===== src/rtl/read_sched_core_pkg.sv =====
// Shared definitions for the read-side scheduler: FSM encodings and default sizing.
package read_sched_core_pkg;

    localparam int DEF_NUM_QUEUES = 8;
    localparam int DEF_WEIGHT_W   = 4;
    localparam int PRIO_W         = 3;

    typedef enum logic [1:0] {
        ST_IDLE = 2'd0,
        ST_ARB  = 2'd1,
        ST_XFER = 2'd2
    } state_t;

endpackage


===== src/rtl/read_sched_core_if.sv =====
// Scheduler <-> read-engine bundle. The master side is the scheduler, the slave side
// is the read path and queue manager that feed it.
interface read_sched_core_if #(
    parameter int NUM_QUEUES = 8,
    parameter int WEIGHT_W   = 4,
    parameter int SEL_W      = 3
);
    logic                         sp0_wrr1;
    logic                         port_ready;
    logic [NUM_QUEUES-1:0]        q_nonempty;
    logic [NUM_QUEUES*WEIGHT_W-1:0] weights;
    logic                         rd_eop;
    logic [SEL_W-1:0]             select;
    logic                         transfering;
    logic                         rd_start;

    modport master (
        input  sp0_wrr1, port_ready, q_nonempty, weights, rd_eop,
        output select, transfering, rd_start
    );

    modport slave (
        output sp0_wrr1, port_ready, q_nonempty, weights, rd_eop,
        input  select, transfering, rd_start
    );
endinterface


===== src/rtl/read_sched_core_wrr_picker.sv =====
// Weighted round-robin picker: owns per-queue credits and the rotating pointer.
// Only instantiated when READ_SCHED_WRR_EN is defined.
module wrr_picker #(
    parameter int NUM_QUEUES = 8,
    parameter int WEIGHT_W   = 4,
    parameter int SEL_W      = 3
) (
    input  logic                           clk,
    input  logic                           rst,
    input  logic [NUM_QUEUES-1:0]          q_nonempty,
    input  logic [NUM_QUEUES*WEIGHT_W-1:0] weights,
    input  logic                           advance,
    output logic [SEL_W-1:0]               winner
);

    logic [WEIGHT_W-1:0] credit [NUM_QUEUES];
    logic [WEIGHT_W-1:0] reload [NUM_QUEUES];
    logic [SEL_W-1:0]    rr_ptr;
    logic [NUM_QUEUES-1:0] eligible;
    logic [NUM_QUEUES-1:0] cand;
    logic                need_reload;
    logic                found;
    int                  idx;

    // When no requesting queue has credit left, the scan runs against freshly
    // reloaded credits, which are all at least 1, so every nonempty queue qualifies.
    always_comb begin
        eligible = '0;
        for (int i = 0; i < NUM_QUEUES; i++) begin
            reload[i]   = (weights[i*WEIGHT_W +: WEIGHT_W] == '0) ?
                          WEIGHT_W'(1) : weights[i*WEIGHT_W +: WEIGHT_W];
            eligible[i] = q_nonempty[i] && (credit[i] != '0);
        end
        need_reload = ~|eligible;
        cand        = need_reload ? q_nonempty : eligible;
        winner      = '0;
        found       = 1'b0;
        idx         = 0;
        for (int k = 0; k < NUM_QUEUES; k++) begin
            idx = int'(rr_ptr) + k;
            if (idx >= NUM_QUEUES) begin
                idx = idx - NUM_QUEUES;
            end
            if (!found && cand[idx]) begin
                winner = SEL_W'(idx);
                found  = 1'b1;
            end
        end
    end

    always_ff @(posedge clk) begin
        if (rst) begin
            for (int i = 0; i < NUM_QUEUES; i++) begin
                credit[i] <= '0;
            end
            rr_ptr <= '0;
        end else if (advance) begin
            for (int i = 0; i < NUM_QUEUES; i++) begin
                if (winner == SEL_W'(i)) begin
                    credit[i] <= (need_reload ? reload[i] : credit[i]) - WEIGHT_W'(1);
                end else begin
                    credit[i] <= need_reload ? reload[i] : credit[i];
                end
            end
            rr_ptr <= (int'(winner) == NUM_QUEUES - 1) ? '0 : winner + SEL_W'(1);
        end
    end

endmodule


===== src/rtl/read_sched_core.sv =====
// Read-side packet scheduler for one SRAM output port: SP always, WRR when
// READ_SCHED_WRR_EN is defined. One grant covers one whole packet.
module read_sched_core
    import read_sched_core_pkg::*;
#(
    parameter int NUM_QUEUES = DEF_NUM_QUEUES,
    parameter int WEIGHT_W   = DEF_WEIGHT_W,
    parameter int SEL_W      = PRIO_W
) (
    input logic               clk,
    input logic               rst,
    read_sched_core_if.master bus
);

    state_t           state;
    logic [SEL_W-1:0] select_q;
    logic             transfering_q;
    logic             rd_start_q;
    logic [SEL_W-1:0] sp_winner;
    logic [SEL_W-1:0] winner;
    logic             any_req;

    assign bus.select      = select_q;
    assign bus.transfering = transfering_q;
    assign bus.rd_start    = rd_start_q;
    assign any_req         = |bus.q_nonempty;

    // Highest index wins, so later loop iterations override earlier ones.
    always_comb begin
        sp_winner = '0;
        for (int i = 0; i < NUM_QUEUES; i++) begin
            if (bus.q_nonempty[i]) begin
                sp_winner = SEL_W'(i);
            end
        end
    end

`ifdef READ_SCHED_WRR_EN
    logic             advance;
    logic [SEL_W-1:0] wrr_winner;

    assign advance = (state == ST_ARB) && any_req && bus.sp0_wrr1;
    assign winner  = bus.sp0_wrr1 ? wrr_winner : sp_winner;

    wrr_picker #(
        .NUM_QUEUES (NUM_QUEUES),
        .WEIGHT_W   (WEIGHT_W),
        .SEL_W      (SEL_W)
    ) u_wrr_picker (
        .clk        (clk),
        .rst        (rst),
        .q_nonempty (bus.q_nonempty),
        .weights    (bus.weights),
        .advance    (advance),
        .winner     (wrr_winner)
    );
`else
    logic unused_wrr_cfg;

    assign unused_wrr_cfg = ^{bus.sp0_wrr1, bus.weights};
    assign winner         = sp_winner;
`endif

    // Queue state is re-checked in ARB because a packet may have been drained
    // elsewhere between the IDLE decision and the grant.
    always_ff @(posedge clk) begin
        if (rst) begin
            state         <= ST_IDLE;
            select_q      <= '0;
            transfering_q <= 1'b0;
            rd_start_q    <= 1'b0;
        end else begin
            case (state)
                ST_IDLE: begin
                    rd_start_q <= 1'b0;
                    if (bus.port_ready && any_req) begin
                        state <= ST_ARB;
                    end
                end
                ST_ARB: begin
                    if (any_req) begin
                        select_q      <= winner;
                        transfering_q <= 1'b1;
                        rd_start_q    <= 1'b1;
                        state         <= ST_XFER;
                    end else begin
                        rd_start_q <= 1'b0;
                        state      <= ST_IDLE;
                    end
                end
                ST_XFER: begin
                    rd_start_q <= 1'b0;
                    if (bus.rd_eop) begin
                        transfering_q <= 1'b0;
                        state         <= ST_IDLE;
                    end
                end
                default: begin
                    rd_start_q    <= 1'b0;
                    transfering_q <= 1'b0;
                    state         <= ST_IDLE;
                end
            endcase
        end
    end

endmodule


===== src/flat_wrapper.sv =====
// flat-port wrapper written by rule: the top's interface ports become plain ports
module read_sched_core_flat import read_sched_core_pkg::*;
#(
    parameter int NUM_QUEUES = DEF_NUM_QUEUES,
    parameter int WEIGHT_W   = DEF_WEIGHT_W,
    parameter int SEL_W      = PRIO_W
)
  (clk, rst, bus_sp0_wrr1, bus_port_ready, bus_q_nonempty, bus_weights, bus_rd_eop, bus_select, bus_transfering, bus_rd_start);
  read_sched_core_if #(.NUM_QUEUES(NUM_QUEUES), .WEIGHT_W(WEIGHT_W), .SEL_W(SEL_W)) bus_i ();
  input logic clk;
  input logic rst;
  input wire logic [$bits(bus_i.sp0_wrr1)-1:0] bus_sp0_wrr1;
  input wire logic [$bits(bus_i.port_ready)-1:0] bus_port_ready;
  input wire logic [$bits(bus_i.q_nonempty)-1:0] bus_q_nonempty;
  input wire logic [$bits(bus_i.weights)-1:0] bus_weights;
  input wire logic [$bits(bus_i.rd_eop)-1:0] bus_rd_eop;
  output wire logic [$bits(bus_i.select)-1:0] bus_select;
  output wire logic [$bits(bus_i.transfering)-1:0] bus_transfering;
  output wire logic [$bits(bus_i.rd_start)-1:0] bus_rd_start;
  assign bus_i.sp0_wrr1 = bus_sp0_wrr1;
  assign bus_i.port_ready = bus_port_ready;
  assign bus_i.q_nonempty = bus_q_nonempty;
  assign bus_i.weights = bus_weights;
  assign bus_i.rd_eop = bus_rd_eop;
  assign bus_select = bus_i.select;
  assign bus_transfering = bus_i.transfering;
  assign bus_rd_start = bus_i.rd_start;
  read_sched_core #(.NUM_QUEUES(NUM_QUEUES), .WEIGHT_W(WEIGHT_W), .SEL_W(SEL_W)) u_core (.clk(clk), .rst(rst), .bus(bus_i));
endmodule

===== config.mk =====
export PLATFORM = sky130hd
export DESIGN_NAME = read_sched_core_flat
export DESIGN_NICKNAME = d
export VERILOG_FILES = /design/src/rtl/read_sched_core_pkg.sv /design/src/rtl/read_sched_core_if.sv /design/src/rtl/read_sched_core_wrr_picker.sv /design/src/rtl/read_sched_core.sv /design/src/flat_wrapper.sv
export SDC_FILE = /design/constraint.sdc
export NUM_CORES = 1
export LEC_CHECK = 0
export ABC_CLOCK_PERIOD_IN_PS = 4360
export CAP_MARGIN = 25
export CORE_UTILIZATION = 23
export CTS_CLUSTER_DIAMETER = 50
export DETAILED_ROUTE_END_ITERATION = 8
export GPL_ROUTABILITY_DRIVEN = 1
export GPL_TIMING_DRIVEN = 0
export MAX_ROUTING_LAYER = met4
export PLACE_DENSITY = 0.82
export SYNTH_ARGS = -nofsm -noshare
export SYNTH_HDL_FRONTEND = slang
export SYNTH_SLANG_ARGS = --single-unit

===== constraint.sdc =====
create_clock -name clk -period 4.36 [get_ports clk]
set_clock_uncertainty 0.2 [all_clocks]
set_input_delay 0.436 -clock clk [delete_from_list [all_inputs] [get_ports clk]]
set_output_delay 0.436 -clock clk [all_outputs]
set_load 0.02 [all_outputs]

# == After elaboration in Yosys (flattened, before gate mapping) ==
# Index checks and enable logic that the tools add are counted.
# word_totals
input_bits,45
out_inout_bits,5
ff_bits,7
# classes
n_eq_ne,5
reduce_logical,7
bitwise,2
muxes,15
# op_table
op,count
3-bit two-way mux,4
2-bit two-way mux,5
8-bit OR reduction,1
2-bit case mux with 3 select lines,1
1-bit two-way mux,4
2-bit by 1-bit inequality test with 1-bit output (second input constant),2
2-bit AND reduction,2
1-bit case mux with 3 select lines,1
3-bit AND reduction,1
2-bit by 1-bit == test with 1-bit output (second input constant),1
2-bit == test (second input constant),1
2-bit logical NOT,1
2-bit inequality test (second input constant),1
1-bit inverter,2
2-bit OR reduction,1
1-bit logical AND,1

# == Longest topological paths before layout ==
# Gate-level depths: netlist of run 1.
# logic_depth
ltp_word,7
ltp_mapped,4

# == Least setup slack after synthesis of run 1 ==
# OpenSTA, ideal clock, no wires.
# synth_timing
path_kind,input to register
from,input port bus_q_nonempty[1]
to,"register u_core.select_q[0], in the netlist u_core.bus.select[0]"
path_stages,4
setup_ps,124
setup_slack_ps,2638
arrival_ps,1397
n_path_buf,0
path_cell_list,or4_4 > o21ai_4 > nor2b_1 > a211oi_2
# synth_between
elab_chain_cells,7
elab_cells_between_ends,9
# synth_lines
item,line,rtl
"start, declared",flat_wrapper.sv:14,input wire logic [$bits(bus_i.q_nonempty)-1:0] bus_q_nonempty;
1-bit two-way mux,read_sched_core.sv:32,if (bus.q_nonempty[i]) begin
2-bit two-way mux (2 in series),read_sched_core.sv:32,
3-bit two-way mux (4 in series),read_sched_core.sv:32,
"end signal, assigned",read_sched_core.sv:82,select_q <= winner;
"end, declared",read_sched_core.sv:16,logic [SEL_W-1:0] select_q;
# Several ways; a longest one is shown, not always the timed one.
# A chain may end at the register's enable or synchronous reset.

# == Final worst setup path of run 1 ==
# layout_timing
from,input port bus_q_nonempty[2]
to,"register u_core.select_q[0], in the netlist u_core.bus.select[0]"
# layout_between
elab_chain_cells,6
elab_cells_between_ends,8
# layout_lines
item,line
2-bit two-way mux (2 in series),read_sched_core.sv:32
3-bit two-way mux (4 in series),read_sched_core.sv:32
# Several ways; a longest one is shown, not always the timed one.

==> impl_metrics.csv, run 1 <==
group,metric,value,unit
run_status,outcome,"completed",
min_path,min_path_cells,2,
critical_path,worstPathMaxFanout,6,
die,die_x,39.5,um
critical_path,crit_required,4.29,ns
drt,finalWirelength,645,um
cts,cts_inserted_buffers,3,
critical_path,start_kind,"primary input",
placement,placedCellCount,69,
timing,setup_tns,0,ns
drt,final_antenna_net_count,0,
layout,antennaDiodeCount,0,
drt,routedWlPerCell,8.84,um
placement,gp_congestion,0.729,
layout,syn2layout_area_growth,63.3,%
timing,worstMarginPinSlew,0.350,ns
placement,dp_hpwl,514,um
die,die-area,1560,um^2
cts,cts.sinks,7,
cts,clk_path_buf_depth,2,
drt,drt_drc_violations_left,0,
drt,drtIter0Drc,3,
timing,fin_crit_sh,44.9,%
drt,via_per_inst,4.44,
logic_synthesis,yosys_register_bits,7,
cts,cts_hold_buf,0,
layout,nets,104,
critical_path,r2r-start,"u_core.state[0]",
global_routing,grt_max_degree,8,
critical_path,crit_type,"primary input to flip-flop",
cts,htreeDepth,1,
critical_path,r2r_cells,4,
placement,place_area,503,um^2
drt,drt_pass1_iterations,2,
cts,tritoncts,"built",
placement,portBuffers,16,
logic_synthesis,syn_area,324,um^2
cts,cts-root-buf,"clkbuf_4",
critical_path,r2r_slack,2.87,ns
timing,clock.fmax,0.511,GHz
min_path,holdPathEnd,"u_core.bus.select[2]",
timing,fin_crit,1.96,ns
power_and_ir_drop,power,0.164,mW
global_routing,grt_pass1_vias,294,
cts,clkLatencyLatePin,0.25,ns
die,die_y,39.5,um
timing,setup_ws,2.40,ns
global_routing,grt-ovfl-total,0,
logic_synthesis,synthDistinctLibCells,15,
critical_path,reg2reg_to,"u_core.bus.select[1]",
global_routing,grt_pass1_wl,1050,um
die,std_cell_rows,13,
job,maxCapViolations,0,
logic_synthesis,ys_seq_area_share,43.2,%
timing,setup_violations,0,
critical_path,end_kind,"flip-flop",
die,io_pins,50,
timing,rsz0062_at_grt,"no",
layout,drive_above_1_share,12.1,%
drt,num_vias,324,
timing,drv_slew,0,
global_routing,track_usage,10.9,%
cts,clk_pin_slew,0.05,ns
die,core-area,1300,um^2
power_and_ir_drop,powerDensity,311,nW/um^2
timing,final_hold_viol_count,0,
power_and_ir_drop,leakage,0.190,nW
min_path,worstHoldPathType,"flip-flop to flip-flop",
layout,fill_cells,142,
logic_synthesis,synth_fp_nets,83,
layout,final-instance-count-excl-fill,73,
power_and_ir_drop,ir_drop,0.000186,V
global_routing,grt_antenna_before_repair,0,
critical_path,crit_arrival,1.89,ns
placement,place_ws,2.14,ns
logic_synthesis,synth-warning-count,0,
logic_synthesis,syn-instance-count,38,
logic_synthesis,syn_avg_cell_area,8.53,um^2
cts,cts_resized,0,
die,initial_utilization,24.9,%
min_path,worstHoldStart,"u_core.bus.select[2]",
timing,slew_headroom,76.6,%
cts,cts_setup_buffers,0,
layout,design_area,529,um^2
[flip-flops by register name (all words and copies together) (netlist names)]
signal	count
u_core.bus.transfering	1
u_core.state	2
u_core.bus.select	3
u_core.bus.rd_start	1
[worst max-delay path by stage]
| stage | startpoint | end | slack (ns) | cells past startpoint |
|---|---|---|---|---|
| floorplan | bus_q_nonempty[1] | u_core.bus.select[0] | 2.64 | 4 |
| global placement | bus_q_nonempty[2] | u_core.bus.select[0] | 2.15 | 5 |
| detailed placement | bus_q_nonempty[4] | u_core.bus.select[0] | 2.14 | 5 |
| CTS | bus_q_nonempty[4] | u_core.bus.select[0] | 2.40 | 5 |
| global route | bus_q_nonempty[4] | u_core.bus.select[0] | 2.32 | 5 |
| finish | bus_q_nonempty[2] | u_core.bus.select[0] | 2.40 | 5 |
[layer usage]
metal / track usage [%] / vias to the layer above / routed length, um
met5: - / - / 0
met4: 2.59 / 0 / 0
met3: 8.52 / 0 / 42
met2: 18.4 / 8 / 337
met1: 9.25 / 143 / 265
li1: - / 173 / -
[kinds of logic after synthesis]
logic type	count (synthesis)	share of synthesized area, %
compound gates	8	18.9
buf+inv	1	1.16
flops	7	43.2
simple gates	22	36.7
[through the flow]
stage               hold WS, ns  utilization [%]
finish                    0.254             40.7
global route              0.287             40.7
CTS                       0.258             40.7
detailed placement        0.252             38.7
global placement          0.241             38.7
floorplan                 0.254                -
[cells in the mapped netlist]
cell,count,area [um^2]
or2b_1,1,7.51
nor2b_1,3,18.8
nor4_1,1,6.26
inv_1,1,3.75
o21ai_4,1,16.3
nor3b_1,1,7.51
o21bai_1,1,7.51
o21ai_0,1,5.00
nor3_1,3,15.0
or4_4,2,22.5
nand2_1,6,22.5
a211oi_2,1,12.5
nor2_1,5,18.8
a21oi_1,4,20.0
dfxtp_1,7,140
[report_power, final]
group          leakage, nW  switching (mW)  internal, mW
Combinational        0.118          0.0149        0.0203
Clock               0.0150          0.0234        0.0349
Sequential          0.0575         0.00241        0.0685
Total                0.190          0.0407         0.124
[critical path, cell delays in order]
cell             delay, ns
clkdlybuf4s50_1       0.44
or4_4                 0.56
o21ai_4               0.22
nor2b_1               0.18
a211oi_2              0.05
[cell usage in the layout (no fill, tap or decap), types with 2 or more instances in the layout]
cell and count:
a21oi_1 4, clkdlybuf4s50_1 16, nor2_1 5, nor2b_1 3, dfxtp_1 7, nand2_1 6
clkbuf_4 3, nor3_1 3, or4_4 2
[cell type report]
| cell class | instances | area (um^2) | area share, % |
|---|---|---|---|
| inverter | 1 | 3.75 | 0.709 |
| clock buffer | 4 | 26.3 | 4.96 |
| multi-input combinational | 30 | 180 | 34.0 |
| tap | 15 | 18.8 | 3.55 |
| timing repair buffer | 16 | 160 | 30.3 |
| sequential | 7 | 140 | 26.5 |
Power figures use the tool's default switching activity.
==> run 2: changes to the inputs <==
Settings changed: ABC_CLOCK_PERIOD_IN_PS 4360 to 2000, CORE_UTILIZATION 23 to 21, PLACE_DENSITY 0.82 to 0.76.
Clock period 4.36 ns to 2 ns, I/O delays scaled along.
==> run 2 against run 1 <==
Against the previous run: critical path depth stayed put; die area up 9.0%; combinational power rose by 120%; total power increased by 120%; sequential power rose by 120%; via count fell by 0.93%; largest cell class unchanged; global-route usage is 0.46 points higher; sequential share of layout area is the same; setup slack got worse by 2.1 ns; largest power group unchanged; non-clock buffer count did not move.
==> impl_metrics.csv, run 2 (same netlist as run 1, synthesis figures left out) <==
group,metric,value,unit
critical_path,crit_required,1.93,ns
global_routing,grt-ovfl-total,0,
layout,nets,104,
cts,cts_setup_buffers,0,
min_path,worstHoldPathType,"flip-flop to flip-flop",
die,io_pins,50,
critical_path,crit_arrival,1.66,ns
timing,slew_headroom,77.2,%
timing,worstMarginPinSlew,0.341,ns
drt,num_vias,321,
run_status,outcome,"completed",
cts,cts_resized,0,
drt,via_per_inst,4.40,
global_routing,grt_pass1_wl,1120,um
min_path,worstHoldStart,"u_core.bus.select[2]",
job,maxCapViolations,0,
drt,drt_pass1_iterations,4,
critical_path,critPathMaxStageDelay,0.56,ns
critical_path,cpMaxStageDelayCell,"or4_4",
timing,fin_crit_sh,86.6,%
timing,final_hold_viol_count,0,
cts,clk_path_buf_depth,2,
global_routing,grt_max_degree,8,
die,core-area,1370,um^2
layout,drive_above_1_share,12.1,%
timing,clock.fmax,0.577,GHz
critical_path,worstPathMaxFanout,6,
global_routing,grt_antenna_before_repair,0,
critical_path,crit_type,"primary input to flip-flop",
cts,clk_pin_slew,0.05,ns
critical_path,end_kind,"flip-flop",
cts,tritoncts,"built",
cts,htreeDepth,1,
cts,cts_hold_buf,0,
layout,syn2layout_area_growth,63.3,%
layout,layout_common_cells,"16 x clkdlybuf4s50_1, 7 x dfxtp_1, 6 x nand2_1",
die,initial_utilization,23.7,%
drt,drtIter0Drc,4,
power_and_ir_drop,ir_drop,0.000285,V
power_and_ir_drop,leakage,0.190,nW
layout,antennaDiodeCount,0,
die,die_x,41.3,um
timing,setup_violations,0,
drt,drt_drc_violations_left,0,
placement,portBuffers,16,
drt,finalWirelength,709,um
power_and_ir_drop,power,0.359,mW
global_routing,grt_pass1_vias,295,
critical_path,r2r_cells,4,
timing,setup_tns,0,ns
die,die-area,1700,um^2
layout,largest_reg_flops,3,
die,die_y,41.3,um
cts,clkLatencyLatePin,0.25,ns
layout,final-instance-count-excl-fill,73,
placement,gp_congestion,0.731,
placement,placedCellCount,69,
power_and_ir_drop,powerDensity,678,nW/um^2
timing,drv_slew,0,
drt,final_antenna_net_count,0,
critical_path,worstSetupStartpoint,"bus_q_nonempty[2]",
critical_path,start_kind,"primary input",
min_path,min_path_cells,2,
drt,routedWlPerCell,9.71,um
critical_path,r2r-start,"u_core.state[0]",
timing,rsz0062_at_grt,"no",
cts,cts-root-buf,"clkbuf_4",
timing,fin_crit,1.73,ns
die,std_cell_rows,13,
layout,final_core_util,38.7,%
critical_path,crit_path_cell_trace,"clkdlybuf4s50_1 > or4_4 > o21ai_4 > nor2b_1 > a211oi_2",
cts,cts_inserted_buffers,3,
global_routing,track_usage,11.3,%
cts,cts.sinks,7,
layout,final_common_cell,"clkdlybuf4s50_1",
-- run 2: path summary, 6_finish.rpt --
| check | slack (ns) | endpoint |
|---|---|---|
| setup / recovery | 0.27 | u_core.bus.select[0] |
| hold / removal | 0.26 | u_core.bus.select[2] |
| setup reg to reg | 0.53 | u_core.bus.select[1] |
| hold reg to reg | 0.26 | u_core.bus.select[2] |
-- run 2: critical path, delay by kind of cell --
| family | cells | cell delay, ns |
|---|---|---|
| buffers and inverters | 1 | 0.44 |
| AO/OA/AOI/OAI | 2 | 0.27 |
| AND/OR/NAND/NOR | 2 | 0.75 |
-- run 2: area by class of cell --
| cell class | instances | area [um^2] |
|---|---|---|
| inverters | 1 | 3.75 |
| flip-flops and latches | 7 | 140 |
| clock buffers | 4 | 26.3 |
| repair buffers | 16 | 160 |
| fillers | 147 | 837 |
| well taps | 15 | 18.8 |
| multi-input cells | 30 | 180 |
-- run 2: power breakdown --
part	switching, mW	internal [mW]
logic	0.0331	0.0442
registers	0.00532	0.149
clock network	0.0511	0.0761
total	0.0895	0.270
-- run 2: through the flow --
stage	setup WS (ns)	hold WS [ns]	area (um^2)
final	0.268	0.256	529
after global routing	0.211	0.275	529
after CTS	0.275	0.259	529
after detailed placement	0.0130	0.251	503
after global placement	0.0225	0.243	503
after floorplan	0.514	0.0646	324
-- run 2: layer usage --
layer  global-route usage, %  routed length [um]  share of wire, %  up-vias
met4                    2.42                   0                 0        0
met2                    18.0                 353                50        9
met1                    10.3                 298                42      137
met5                       -                   0                 0        -
met3                    9.78                  57               8.0        0
li1                        -                   -                 -      175
==> run 3: changes to the inputs <==
Settings changed: CORE_UTILIZATION 21 to 22, CTS_BUF_LIST from default to sky130_fd_sc_hd__clkbuf_8, PLACE_DENSITY 0.76 to 0.79.
==> run 3 against run 2 <==
Against the previous run: non-clock buffer count unchanged; combinational power decreased by 0.5%; setup slack got worse by 0.024 ns; largest cell class unchanged; largest power group is now clock.
==> impl_metrics.csv, run 3 (same netlist as run 1, synthesis figures left out) <==
group,metric,value,unit
die,core-area,1330,um^2
die,initial_utilization,24.3,%
global_routing,grt_use_met2,17.9,%
power_and_ir_drop,powerDensity,768,nW/um^2
cts,cts_resized,0,
global_routing,grt_pass1_vias,301,
drt,drtIter0Drc,2,
global_routing,grt_use_met1,11.2,%
timing,fin_crit_sh,87.8,%
run_status,outcome,"completed",
global_routing,grt_antenna_before_repair,0,
layout,fill_cells,155,
critical_path,worstPathMaxFanout,6,
timing,clock.fmax,0.570,GHz
drt,via_per_inst,4.41,
min_path,worstHoldPathType,"flip-flop to flip-flop",
global_routing,grt-ovfl-total,0,
layout,final_common_cell,"clkdlybuf4s50_1",
cts,tritoncts,"built",
cts,cts_setup_buffers,0,
die,die-area,1630,um^2
cts,cts_inserted_buffers,3,
timing,worstMarginPinSlew,0.332,ns
global_routing,track_usage,11.7,%
critical_path,end_kind,"flip-flop",
timing,setup_violations,0,
layout,nets,104,
placement,portBuffers,16,
layout,syn2layout_area_growth,69.1,%
die,std_cell_rows,13,
die,die_y,40.4,um
critical_path,crit_arrival,1.66,ns
layout,largest_reg_flops,3,
global_routing,met3_usage,6.67,%
cts,clkLatencyLatePin,0.22,ns
critical_path,crit_required,1.90,ns
layout,antennaDiodeCount,0,
timing,drv_slew,0,
die,io_pins,50,
layout,layout_common_cells,"16 x clkdlybuf4s50_1, 7 x dfxtp_1, 6 x nand2_1",
placement,gp_congestion,0.720,
power_and_ir_drop,ir_drop,0.000493,V
placement,dp_hpwl,535,um
drt,finalWirelength,684,um
layout,multi_input_area,180,um^2
global_routing,grt_pass1_wl,1150,um
cts,cts-root-buf,"clkbuf_8",
drt,final_antenna_net_count,0,
drt,num_vias,322,
layout,seqCellArea,140,um^2
critical_path,crit_type,"primary input to flip-flop",
cts,cts.sinks,7,
cts,clk_path_buf_depth,2,
global_routing,grt_max_degree,8,
cts,clk_pin_slew,0.04,ns
job,maxCapViolations,0,
timing,rsz0062_at_grt,"no",
global_routing,top_usage_layer,"met2",
timing,slew_headroom,77.8,%
timing,setup_tns,0,ns
power_and_ir_drop,leakage,0.202,nW
cts,cts_hold_buf,0,
timing,final_hold_viol_count,0,
drt,drt_drc_violations_left,0,
cts,htreeDepth,1,
drt,routedWlPerCell,9.37,um
timing,fin_crit,1.76,ns
drt,drt_pass1_iterations,2,
die,die_x,40.4,um
critical_path,start_kind,"primary input",
layout,drive_above_1_share,12.1,%
layout,final_core_util,41.1,%
## run 3: changes by cell type in the layout (fill, tap and decap cells not counted), sizes merged
cell,previous run,this run
clkbuf,4,3
inv,1,2
## run 3: layout make-up
| type | count | area share (%) |
|---|---|---|
| Clock buffer | 3 | 7.53 |
| Clock inverter | 1 | 0.685 |
| Inverter | 1 | 0.685 |
| Multi-Input combinational cell | 30 | 32.9 |
| Sequential cell | 7 | 25.6 |
| Tap cell | 15 | 3.42 |
| Timing Repair Buffer | 16 | 29.2 |
## run 3: per-stage QoR
| step | instance area, um^2 | total power, mW | worst slack [ns] | hold slack [ns] | cells |
|---|---|---|---|---|---|
| 2_1_floorplan | 324 | 0.191 | 0.514 | 0.0646 | 38 |
| 3_3_place_gp | 503 | 0.233 | 0.0220 | 0.242 | 69 |
| 3_5_place_dp | 503 | 0.234 | 0.00954 | 0.253 | 69 |
| 4_1_cts | 548 | 0.431 | 0.242 | 0.259 | 73 |
| 5_1_grt | 548 | 0.449 | 0.168 | 0.292 | 73 |
| 6_report | 548 | 0.421 | 0.244 | 0.253 | 73 |
## run 3: routing by layer
metal	share of wire [%]	wire (um)
met1	43	296
met2	51	349
met3	4.5	31
met4	1.0	7
met5	0	0
## run 3: report_power, final
part / internal [mW] / leakage, nW / switching, mW
Combinational: 0.0442 / 0.118 / 0.0327
Clock: 0.132 / 0.0269 / 0.0568
Sequential: 0.150 / 0.0575 / 0.00515
## run 3: path summary, 6_finish.rpt
kind	start	endpoint	slack (ns)	cells after the start
worst max-delay path	bus_q_nonempty[2]	u_core.bus.select[0]	0.24	5
worst min-delay path	u_core.bus.select[2]	u_core.bus.select[2]	0.25	2
worst max register to register	u_core.state[0]	u_core.bus.select[1]	0.55	4
worst min register to register	u_core.bus.select[2]	u_core.bus.select[2]	0.25	2
## run 3: worst max-delay path: stages
cell and delay [ns]:
clkdlybuf4s50_1 0.43, or4_4 0.56, o21ai_4 0.22, nor2b_1 0.18, a211oi_2 0.06
